`src/rtl/ps2_pkg.sv`:
```
// Shared PS/2 definitions: transmit FSM states, keyboard command/response bytes
// and the odd-parity helper used on the host transmit path.
package ps2_pkg;

   typedef enum logic [3:0] {
      IDLE,
      INHIBIT,
      RTS,
      WAIT_FIRST,
      SHIFT,
      ACK,
      ACK_REL,
      DONE,
      ERR
   } tx_state_t;

   localparam logic [7:0] CMD_SET_LEDS = 8'hED;
   localparam logic [7:0] CMD_ECHO     = 8'hEE;
   localparam logic [7:0] CMD_RESET    = 8'hFF;
   localparam logic [7:0] RSP_ACK      = 8'hFA;
   localparam logic [7:0] RSP_RESEND   = 8'hFE;

   localparam logic [1:0] RETRY_LIMIT  = 2'd2;

   function automatic logic odd_parity(input logic [7:0] d);
      return ~^d;
   endfunction

endpackage

```
`src/rtl/ps2_line_sync.sv`:
```
// Two-flop synchronisers for the PS/2 clock and data pins plus a falling-edge
// strobe on the synced clock; shared with the receive path.
module ps2_line_sync (
   input  logic clk,
   input  logic rst,
   input  logic key_clk,
   input  logic key_data,
   output logic clk_sync,
   output logic data_sync,
   output logic clk_fall
);

   logic [1:0] clk_ff;
   logic [1:0] data_ff;
   logic       clk_prev;

   // Idle PS/2 lines float high, so the chains reset to 1 to avoid a fake edge.
   always_ff @(posedge clk or posedge rst) begin
      if (rst) begin
         clk_ff   <= 2'b11;
         data_ff  <= 2'b11;
         clk_prev <= 1'b1;
      end else begin
         clk_ff   <= {clk_ff[0], key_clk};
         data_ff  <= {data_ff[0], key_data};
         clk_prev <= clk_ff[1];
      end
   end

   assign clk_sync  = clk_ff[1];
   assign data_sync = data_ff[1];
   assign clk_fall  = clk_prev & ~clk_ff[1];

endmodule

```
`src/rtl/ps2_host_tx.sv`:
```
// Host-to-device PS/2 byte transmitter (inhibit, request-to-send, device-clocked).
// Define PS2_TX_RETRY_EN to retry a failed byte up to two more times.
module ps2_host_tx
   import ps2_pkg::*;
#(
   parameter int INHIBIT_CYCLES        = 5000,
   parameter int START_TIMEOUT_CYCLES  = 750000,
   parameter int PACKET_TIMEOUT_CYCLES = 100000
) (
   input  logic       clk_in,
   input  logic       rst_in,
   input  logic [7:0] tx_data,
   input  logic       tx_valid,
   output logic       tx_ready,
   output logic       tx_busy,
   output logic       tx_done,
   output logic       tx_err,
   input  logic       key_clk,
   input  logic       key_data,
   output logic       key_clk_oe,
   output logic       key_data_oe
);

   localparam int MAX_TO     = (START_TIMEOUT_CYCLES > PACKET_TIMEOUT_CYCLES) ?
                               START_TIMEOUT_CYCLES : PACKET_TIMEOUT_CYCLES;
   localparam int MAX_CYCLES = (MAX_TO > INHIBIT_CYCLES) ? MAX_TO : INHIBIT_CYCLES;
   localparam int TW         = $clog2(MAX_CYCLES) + 1;

   localparam logic [TW-1:0] INHIBIT_LAST = TW'(INHIBIT_CYCLES - 1);
   localparam logic [TW-1:0] START_LAST   = TW'(START_TIMEOUT_CYCLES - 1);
   localparam logic [TW-1:0] PACKET_LAST  = TW'(PACKET_TIMEOUT_CYCLES - 1);

   tx_state_t     state_q, state_d;
   logic [TW-1:0] timer_q, timer_d, timer_inc;
   logic [3:0]    bitcnt_q, bitcnt_d;
   logic [7:0]    shreg_q, shreg_d;
   logic          par_q, par_d;
   logic          data_oe_q, data_oe_d;
   logic          clk_sync, data_sync, clk_fall;
   logic          packet_to;
`ifdef PS2_TX_RETRY_EN
   logic [1:0]    retry_q, retry_d;
`endif

   ps2_line_sync u_sync (
      .clk       (clk_in),
      .rst       (rst_in),
      .key_clk   (key_clk),
      .key_data  (key_data),
      .clk_sync  (clk_sync),
      .data_sync (data_sync),
      .clk_fall  (clk_fall)
   );

   assign timer_inc = (timer_q == {TW{1'b1}}) ? timer_q : timer_q + 1'b1;
   assign packet_to = (timer_q >= PACKET_LAST);

   // Data-line drive is registered so the bit stays stable between device falls.
   always_ff @(posedge clk_in or posedge rst_in) begin
      if (rst_in) begin
         state_q   <= IDLE;
         timer_q   <= '0;
         bitcnt_q  <= '0;
         shreg_q   <= '0;
         par_q     <= 1'b0;
         data_oe_q <= 1'b0;
`ifdef PS2_TX_RETRY_EN
         retry_q   <= '0;
`endif
      end else begin
         state_q   <= state_d;
         timer_q   <= timer_d;
         bitcnt_q  <= bitcnt_d;
         shreg_q   <= shreg_d;
         par_q     <= par_d;
         data_oe_q <= data_oe_d;
`ifdef PS2_TX_RETRY_EN
         retry_q   <= retry_d;
`endif
      end
   end

   // Timeouts are tested before the falling edge so a coincident fall still errors.
   always_comb begin
      state_d   = state_q;
      timer_d   = timer_q;
      bitcnt_d  = bitcnt_q;
      shreg_d   = shreg_q;
      par_d     = par_q;
      data_oe_d = data_oe_q;
`ifdef PS2_TX_RETRY_EN
      retry_d   = retry_q;
`endif
      case (state_q)
         IDLE: begin
            data_oe_d = 1'b0;
            if (tx_valid) begin
               shreg_d  = tx_data;
               par_d    = odd_parity(tx_data);
               timer_d  = '0;
               bitcnt_d = '0;
`ifdef PS2_TX_RETRY_EN
               retry_d  = '0;
`endif
               state_d  = INHIBIT;
            end
         end
         INHIBIT: begin
            if (timer_q >= INHIBIT_LAST) begin
               data_oe_d = 1'b1;
               timer_d   = '0;
               state_d   = RTS;
            end else begin
               timer_d = timer_inc;
            end
         end
         RTS: begin
            timer_d = '0;
            state_d = WAIT_FIRST;
         end
         WAIT_FIRST: begin
            if (timer_q >= START_LAST) begin
               data_oe_d = 1'b0;
               state_d   = ERR;
            end else if (clk_fall) begin
               data_oe_d = ~shreg_q[0];
               bitcnt_d  = 4'd1;
               timer_d   = '0;
               state_d   = SHIFT;
            end else begin
               timer_d = timer_inc;
            end
         end
         SHIFT: begin
            if (packet_to) begin
               data_oe_d = 1'b0;
               state_d   = ERR;
            end else begin
               timer_d = timer_inc;
               if (clk_fall) begin
                  bitcnt_d = bitcnt_q + 4'd1;
                  if (bitcnt_q < 4'd8) begin
                     data_oe_d = ~shreg_q[bitcnt_q[2:0]];
                  end else if (bitcnt_q == 4'd8) begin
                     data_oe_d = ~par_q;
                  end else begin
                     data_oe_d = 1'b0;
                     state_d   = ACK;
                  end
               end
            end
         end
         ACK: begin
            if (packet_to) begin
               data_oe_d = 1'b0;
               state_d   = ERR;
            end else begin
               timer_d = timer_inc;
               if (clk_fall) begin
                  state_d = data_sync ? ERR : ACK_REL;
               end
            end
         end
         ACK_REL: begin
            if (packet_to) begin
               data_oe_d = 1'b0;
               state_d   = ERR;
            end else begin
               timer_d = timer_inc;
               if (clk_sync && data_sync) begin
                  state_d = DONE;
               end
            end
         end
         DONE: begin
            state_d = IDLE;
         end
         ERR: begin
            data_oe_d = 1'b0;
`ifdef PS2_TX_RETRY_EN
            if (retry_q < RETRY_LIMIT) begin
               retry_d  = retry_q + 2'd1;
               timer_d  = '0;
               bitcnt_d = '0;
               state_d  = INHIBIT;
            end else begin
               state_d = IDLE;
            end
`else
            state_d = IDLE;
`endif
         end
         default: begin
            data_oe_d = 1'b0;
            state_d   = IDLE;
         end
      endcase
   end

   assign tx_ready    = (state_q == IDLE);
   assign tx_busy     = (state_q != IDLE);
   assign tx_done     = (state_q == DONE);
`ifdef PS2_TX_RETRY_EN
   assign tx_err      = (state_q == ERR) && (retry_q == RETRY_LIMIT);
`else
   assign tx_err      = (state_q == ERR);
`endif
   assign key_clk_oe  = (state_q == INHIBIT) || (state_q == RTS);
   assign key_data_oe = data_oe_q;

endmodule

```
`config.mk`:
```
export PLATFORM = sky130hd
export DESIGN_NAME = ps2_host_tx
export DESIGN_NICKNAME = d
export VERILOG_FILES = /design/src/rtl/ps2_pkg.sv /design/src/rtl/ps2_line_sync.sv /design/src/rtl/ps2_host_tx.sv
export SDC_FILE = /design/constraint.sdc
export NUM_CORES = 1
export LEC_CHECK = 0
export BUFFER_PORTS_ARGS = -buffer_cell sky130_fd_sc_hd__buf_2
export CORE_MARGIN = 2
export CORE_UTILIZATION = 65
export CTS_CLUSTER_DIAMETER = 60
export CTS_CLUSTER_SIZE = 30
export DETAILED_ROUTE_END_ITERATION = 10
export PLACE_DENSITY = 0.84
export SLEW_MARGIN = 40
export SYNTH_ARGS = -nofsm -noshare
export SYNTH_HDL_FRONTEND = slang
export SYNTH_HIERARCHICAL = 1
export SYNTH_SLANG_ARGS = --single-unit
export TNS_END_PERCENT = 30
```
`constraint.sdc`:
```
create_clock -name clk_in -period 5.45 [get_ports clk_in]
set_input_delay 0.2725 -clock clk_in [delete_from_list [all_inputs] [get_ports clk_in]]
set_output_delay 0.2725 -clock clk_in [all_outputs]
set_load 0.02 [all_outputs]
```
# Yosys cells after proc, flatten, opt, wreduce, memory -nomap -nowiden
# Cells that the tools add are included.
# word_totals
reg_bits	44
in_bits	13
# classes
add_sub_neg	2
mux	38
eq_ne	24
order_cmp	5
bitwise_logic	6
n_reduce_logical	15
# op_table
op	n
$mux W21	6
$pmux W21 S5	1
$mux W4	18
$pmux W4 S7	1
$add A21 B1 Y21 const B	1
$eq A21 B21 Y1 const B	1
$ge A21 B13 Y1 const B	1
$ge A21 B17 Y1 const B	1
$ge A21 B20 Y1 const B	1
$ne A3 B3 Y1 const B	6
$eq A4 B3 Y1 const B	4
$ne A2 B2 Y1 const B	7
$pmux W4 S3	1
$mux W1	9
$eq A4 B2 Y1 const B	2
$eq A4 B4 Y1 const B	2
$reduce_and A8 Y1	1
$reduce_xnor A8 Y1	1
$reduce_and A6 Y1	1
$not A1 Y1	5
$pmux W1 S5	1
$reduce_and A5 Y1	1
$reduce_bool A5 Y1	1
$add A4 B1 Y4 const B	1
other kinds (15)	16

# Logic depth before layout (Yosys ltp)
# logic_depth
depth_word	7
mapped_depth	9
ltp_nobuf	8

# Hierarchy
# The synthesis kept the hierarchy.
# by_module_without_submodules
mod	cells_each	area_per_inst_um2	n_inst	seq_area_each_um2
ps2_host_tx	308	2686.3	1	975.9
ps2_line_sync	7	148.9	1	131.4

# Worst setup path before layout
# Ideal clock, no wire load.
# synth_timing
kind	flip-flop to flip-flop
from	register timer_q[0]
to	register state_q[0]
path_stages_with_launch	9
t_required_ns	5.325
setup_slack_ns	3.081
synth_period_minus_slack_ns	2.369
arrival_ns	2.244
path_buffers	0
path_cell_list	dfrtp_1 ha_1 a21oi_1 o21ai_0 or4b_4 nand3_2 o31ai_2 or4_4 mux2_4
# synth_between
elab_chain_cells	3
word_cells_on_any_way	16
# synth_lines
element	line_no	text
start: declaration	ps2_host_tx.sv:34	logic [TW-1:0] timer_q, timer_d, timer_inc;
start signal: assignment	ps2_host_tx.sv:72	timer_q <= timer_d;
$ge A21 B17 Y1 (tied with other cells)	ps2_host_tx.sv:56	assign packet_to = (timer_q >= PACKET_LAST);
$ne A3 B3 Y1 (no line) (tied with other cells)	-	
$reduce_and A8 Y1 (no line) / $pmux W4 S7 (equally long branches)	-	
end signal: assignment	ps2_host_tx.sv:71	state_q <= state_d;
end: declaration	ps2_host_tx.sv:33	tx_state_t state_q, state_d;
# Parallel ways exist; a longest one is shown, timed or not.
# A chain may end at the register's enable or synchronous reset.

# Worst setup path after layout
# layout_timing
from	register timer_q[0]
to	register timer_q[14]
# layout_between
elab_chain_cells	5
word_cells_on_any_way	14
# layout_lines
element	line_no	text
$add A21 B1 Y21 / $eq A21 B21 Y1 (equally long branches)	ps2_host_tx.sv:55	assign timer_inc = (timer_q == {TW{1'b1}}) ? timer_q : timer_q + 1'b1;
$mux W21	ps2_host_tx.sv:55	
$mux W21	ps2_host_tx.sv:125	end else if (clk_fall) begin
$mux W21	ps2_host_tx.sv:122	if (timer_q >= START_LAST) begin
$pmux W21 S5	ps2_host_tx.sv:94	case (state_q)
# Parallel ways exist; a longest one is shown, timed or not. The select of a mux whose other input is x is not followed.

==> summary.txt <==
Status
  – Outcome: complete, no violations

STA
  – Final setup vio count: 0
  – Hold Slack: 0.0565 ns
  – Setup TNS: 0 ns
  – Final Hold Vio Count: 0
  – Count of pins over their slew limit: 0
  – Final WS setup: 2.75 ns
  – RSZ-0062 raised after global routing: no
  – F_max: roughly 370 MHz
  – Worst Tran Pin Value: slightly above 0.7 ns
  – Clock skew: 0.00971 ns
  – Min Clock Period, post-route: ~2.7 ns
  – Rel. slew slack: roughly 51%
  – Tcrit/Tclk final: 49.5%

Pwr
  – LEAKAGE: around 1.3 nW
  – Pwr/cell area: a little under 500 nW/µm²
  – Maximum VDD drop: ~0.00029 V

Layout
  – Fin area: roughly 3000 µm²
  – Finished Layout Cells: 372
  – Final net count: roughly 340
  – Area grow syn2layout: 4.24%
  – N_diodes: 0
  – Layout cells sized above 1: approximately a fifth

Global routing
  – GR Util All Layers: approximately 28%
  – Vias in the first global route: 2390
  – Initial antenna violation count: 0
  – Largest net degree at the start of global routing: 40
  – First-pass GRT wire length: about 11 mm
  – Grt total ovfl: 0

Clock tree
  – Setup Fix Bufs, Post-CTS: 0
  – CTS tree: yes
  – Clock latency on the worst-skew pair: ~0.30 ns
  – Clk root buf: clkbuf_8
  – H-tree level count: 2
  – Resized Gates After CTS: 0
  – Sink Count: between 40 and 50
  – Total CTS buffers: 5
  – Clk buf depth: 2
  – CTS clk-pin slew, worst paths: 0.09 ns
  – Hold-fix buffers, CTS: 0

Place
  – Placer congestion estimate: approximately 0.87
  – Pre-CTS setup slack: ~2.8 ns
  – Port Buffer Count: 18
  – DP Area: roughly 2900 µm²
  – Final HPWL DP: approximately 4.4 mm
  – Placed cell count: 364

Synth
  – Synth unique cells: 61
  – Count leader, synth: dfrtp_1
  – Synthesized Nets: 331
  – EDFF count, synth: 0
  – Biggest area consumer among synthesized cells: dfrtp_1
  – Syn Std Cell Area: between 2000 and 3000 µm²
  – Yosys reg bits: 44
  – Mapped Avg Cell Area: about 9.0 µm²
  – Asr flop ratio synth: 100%
  – Top_reg_cell synth: dfrtp_1
  – Register area share after synthesis: 39.1%
  – Most frequent cells after synthesis: dfrtp_1 (39), nand2_1 (25), o21ai_0 (23), nand3_1 (19)
  – Synth top area share: about a third
  – Ys Warns: 6
  – Largest cells by area after synthesis: dfrtp_1 (34%), dfstp_2 (4.6%), o21ai_0 (4.1%), a31oi_1 (4.0%), mux2_2 (3.6%)
  – Synth Instances: 315

Setup path
  – R2r endpoint: timer_q[14]$_DFFE_PP0P_
  – R2R setup slack: between 2 and 3 ns
  – Reg2Reg Depth: 8
  – Worst Setup End Kind: flip-flop
  – Critical path class: reg2reg
  – FF-to-FF Start: timer_q[0]$_DFFE_PP0P_
  – Arrival @ worst endpoint: 2.92 ns
  – Max FO, Critical Path: 10
  – Type of origin of the critical path: flip-flop
  – WP data required: roughly 5.7 ns

Die
  – Die height: 70.0 µm
  – Initial Util: about 66%
  – Die width: 70.0 µm
  – IO Count: 19
  – Core Area: ~4300 µm²
  – Die footprint: 4910 µm²
  – Site Rows: 24

Routing
  – Via density: 6.87
  – TritonRoute pass-1 iters: 5
  – Routed wire length: around 6.4 mm
  – Iter 0 DRT Violations: about 280
  – Final ANT Viol Nets: 0
  – Routed len/inst: 17.1 µm
  – Post-route DRC: 0
  – Total vias in the final route: 2557

Min path
  – Worst hold path type: in2async

Job
  – Max_cap viols: 0
==> registers in the layout (all words and copies together) (netlist names) <==
register,flops
shreg_q,8
u_sync/clk_ff,2
par_q,1
u_sync/clk_prev,1
bitcnt_q,4
key_data_oe,1
timer_q,21
u_sync/data_ff,2
state_q,4
==> where the power goes <==
group          internal, mW  total, mW  leakage, nW  switching (mW)
Combinational         0.285      0.693        0.643           0.408
Clock                 0.103      0.216       0.0445           0.113
Sequential            0.413      0.548        0.567           0.135
==> per-stage QoR <==
stage	util [%]	total power, mW
global placement	67.0	1.20
finish	69.3	1.46
floorplan	-	1.09
global route	69.3	1.56
CTS	69.3	1.45
detailed placement	67.1	1.23
==> how the worst max path moves through the flow <==
stage | end | start | cells past startpoint | slack, ns
floorplan | state_q[0]$_DFFE_PP0P_ | timer_q[0]$_DFFE_PP0P_ | 8 | 3.08
detailed placement | state_q[0]$_DFFE_PP0P_ | timer_q[0]$_DFFE_PP0P_ | 8 | 2.85
global placement | timer_q[4]$_DFFE_PP0P_ | timer_q[0]$_DFFE_PP0P_ | 8 | 2.88
finish | timer_q[14]$_DFFE_PP0P_ | timer_q[0]$_DFFE_PP0P_ | 8 | 2.75
global route | timer_q[12]$_DFFE_PP0P_ | timer_q[0]$_DFFE_PP0P_ | 8 | 2.50
CTS | timer_q[14]$_DFFE_PP0P_ | timer_q[0]$_DFFE_PP0P_ | 8 | 2.78
==> metal layers <==
layer  vias up  part of all wire (%)  global-route usage (%)
met4         0                   2.3                    12.2
met1      1222                    42                    38.5
li1       1181                     -                       -
met5         -                     0                       0
met3        16                   8.2                    6.64
met2       138                    47                    42.0
==> kinds of logic after synthesis <==
kind of cell	share of synthesized area (%)
compound gates	20.2
buf+inv	6.49
flops	39.1
mux	6.40
fa+ha+maj	1.32
xor+xnor	2.47
simple gates	24.1
==> placed cells by master (no fill, tap or decap), types with 11 or more instances in the layout <==
cell type | Yosys | routed
nor2_1 | 18 | 17
inv_1 | 12 | 12
nor3_1 | 11 | 11
dfrtp_1 | 39 | 39
buf_2 | 7 | 18
o21ai_0 | 23 | 23
a21oi_1 | 14 | 14
and3_1 | 12 | 12
a31oi_1 | 18 | 18
nand2_1 | 25 | 25
nand3_1 | 19 | 19
==> layout make-up <==
type                       count  area, µm²
clock buffer                   7       86.3
inverter                      12       45.0
clock inverter                 1       7.51
fill                         336       1310
timing repair buffer          19       97.6
tap                           52       65.1
multi-input combinational    237       1550
sequential                    44       1110
==> worst max-delay path, stage by stage (launching register included) <==
cell	delay [ns]
dfrtp_1	0.44
ha_1	0.30
and4_1	0.27
and3_1	0.18
nand4_1	0.34
and2_1	0.42
and3_1	0.24
or2_2	0.27
a31oi_1	0.16
No activity file was read; power rests on OpenSTA's default activity.
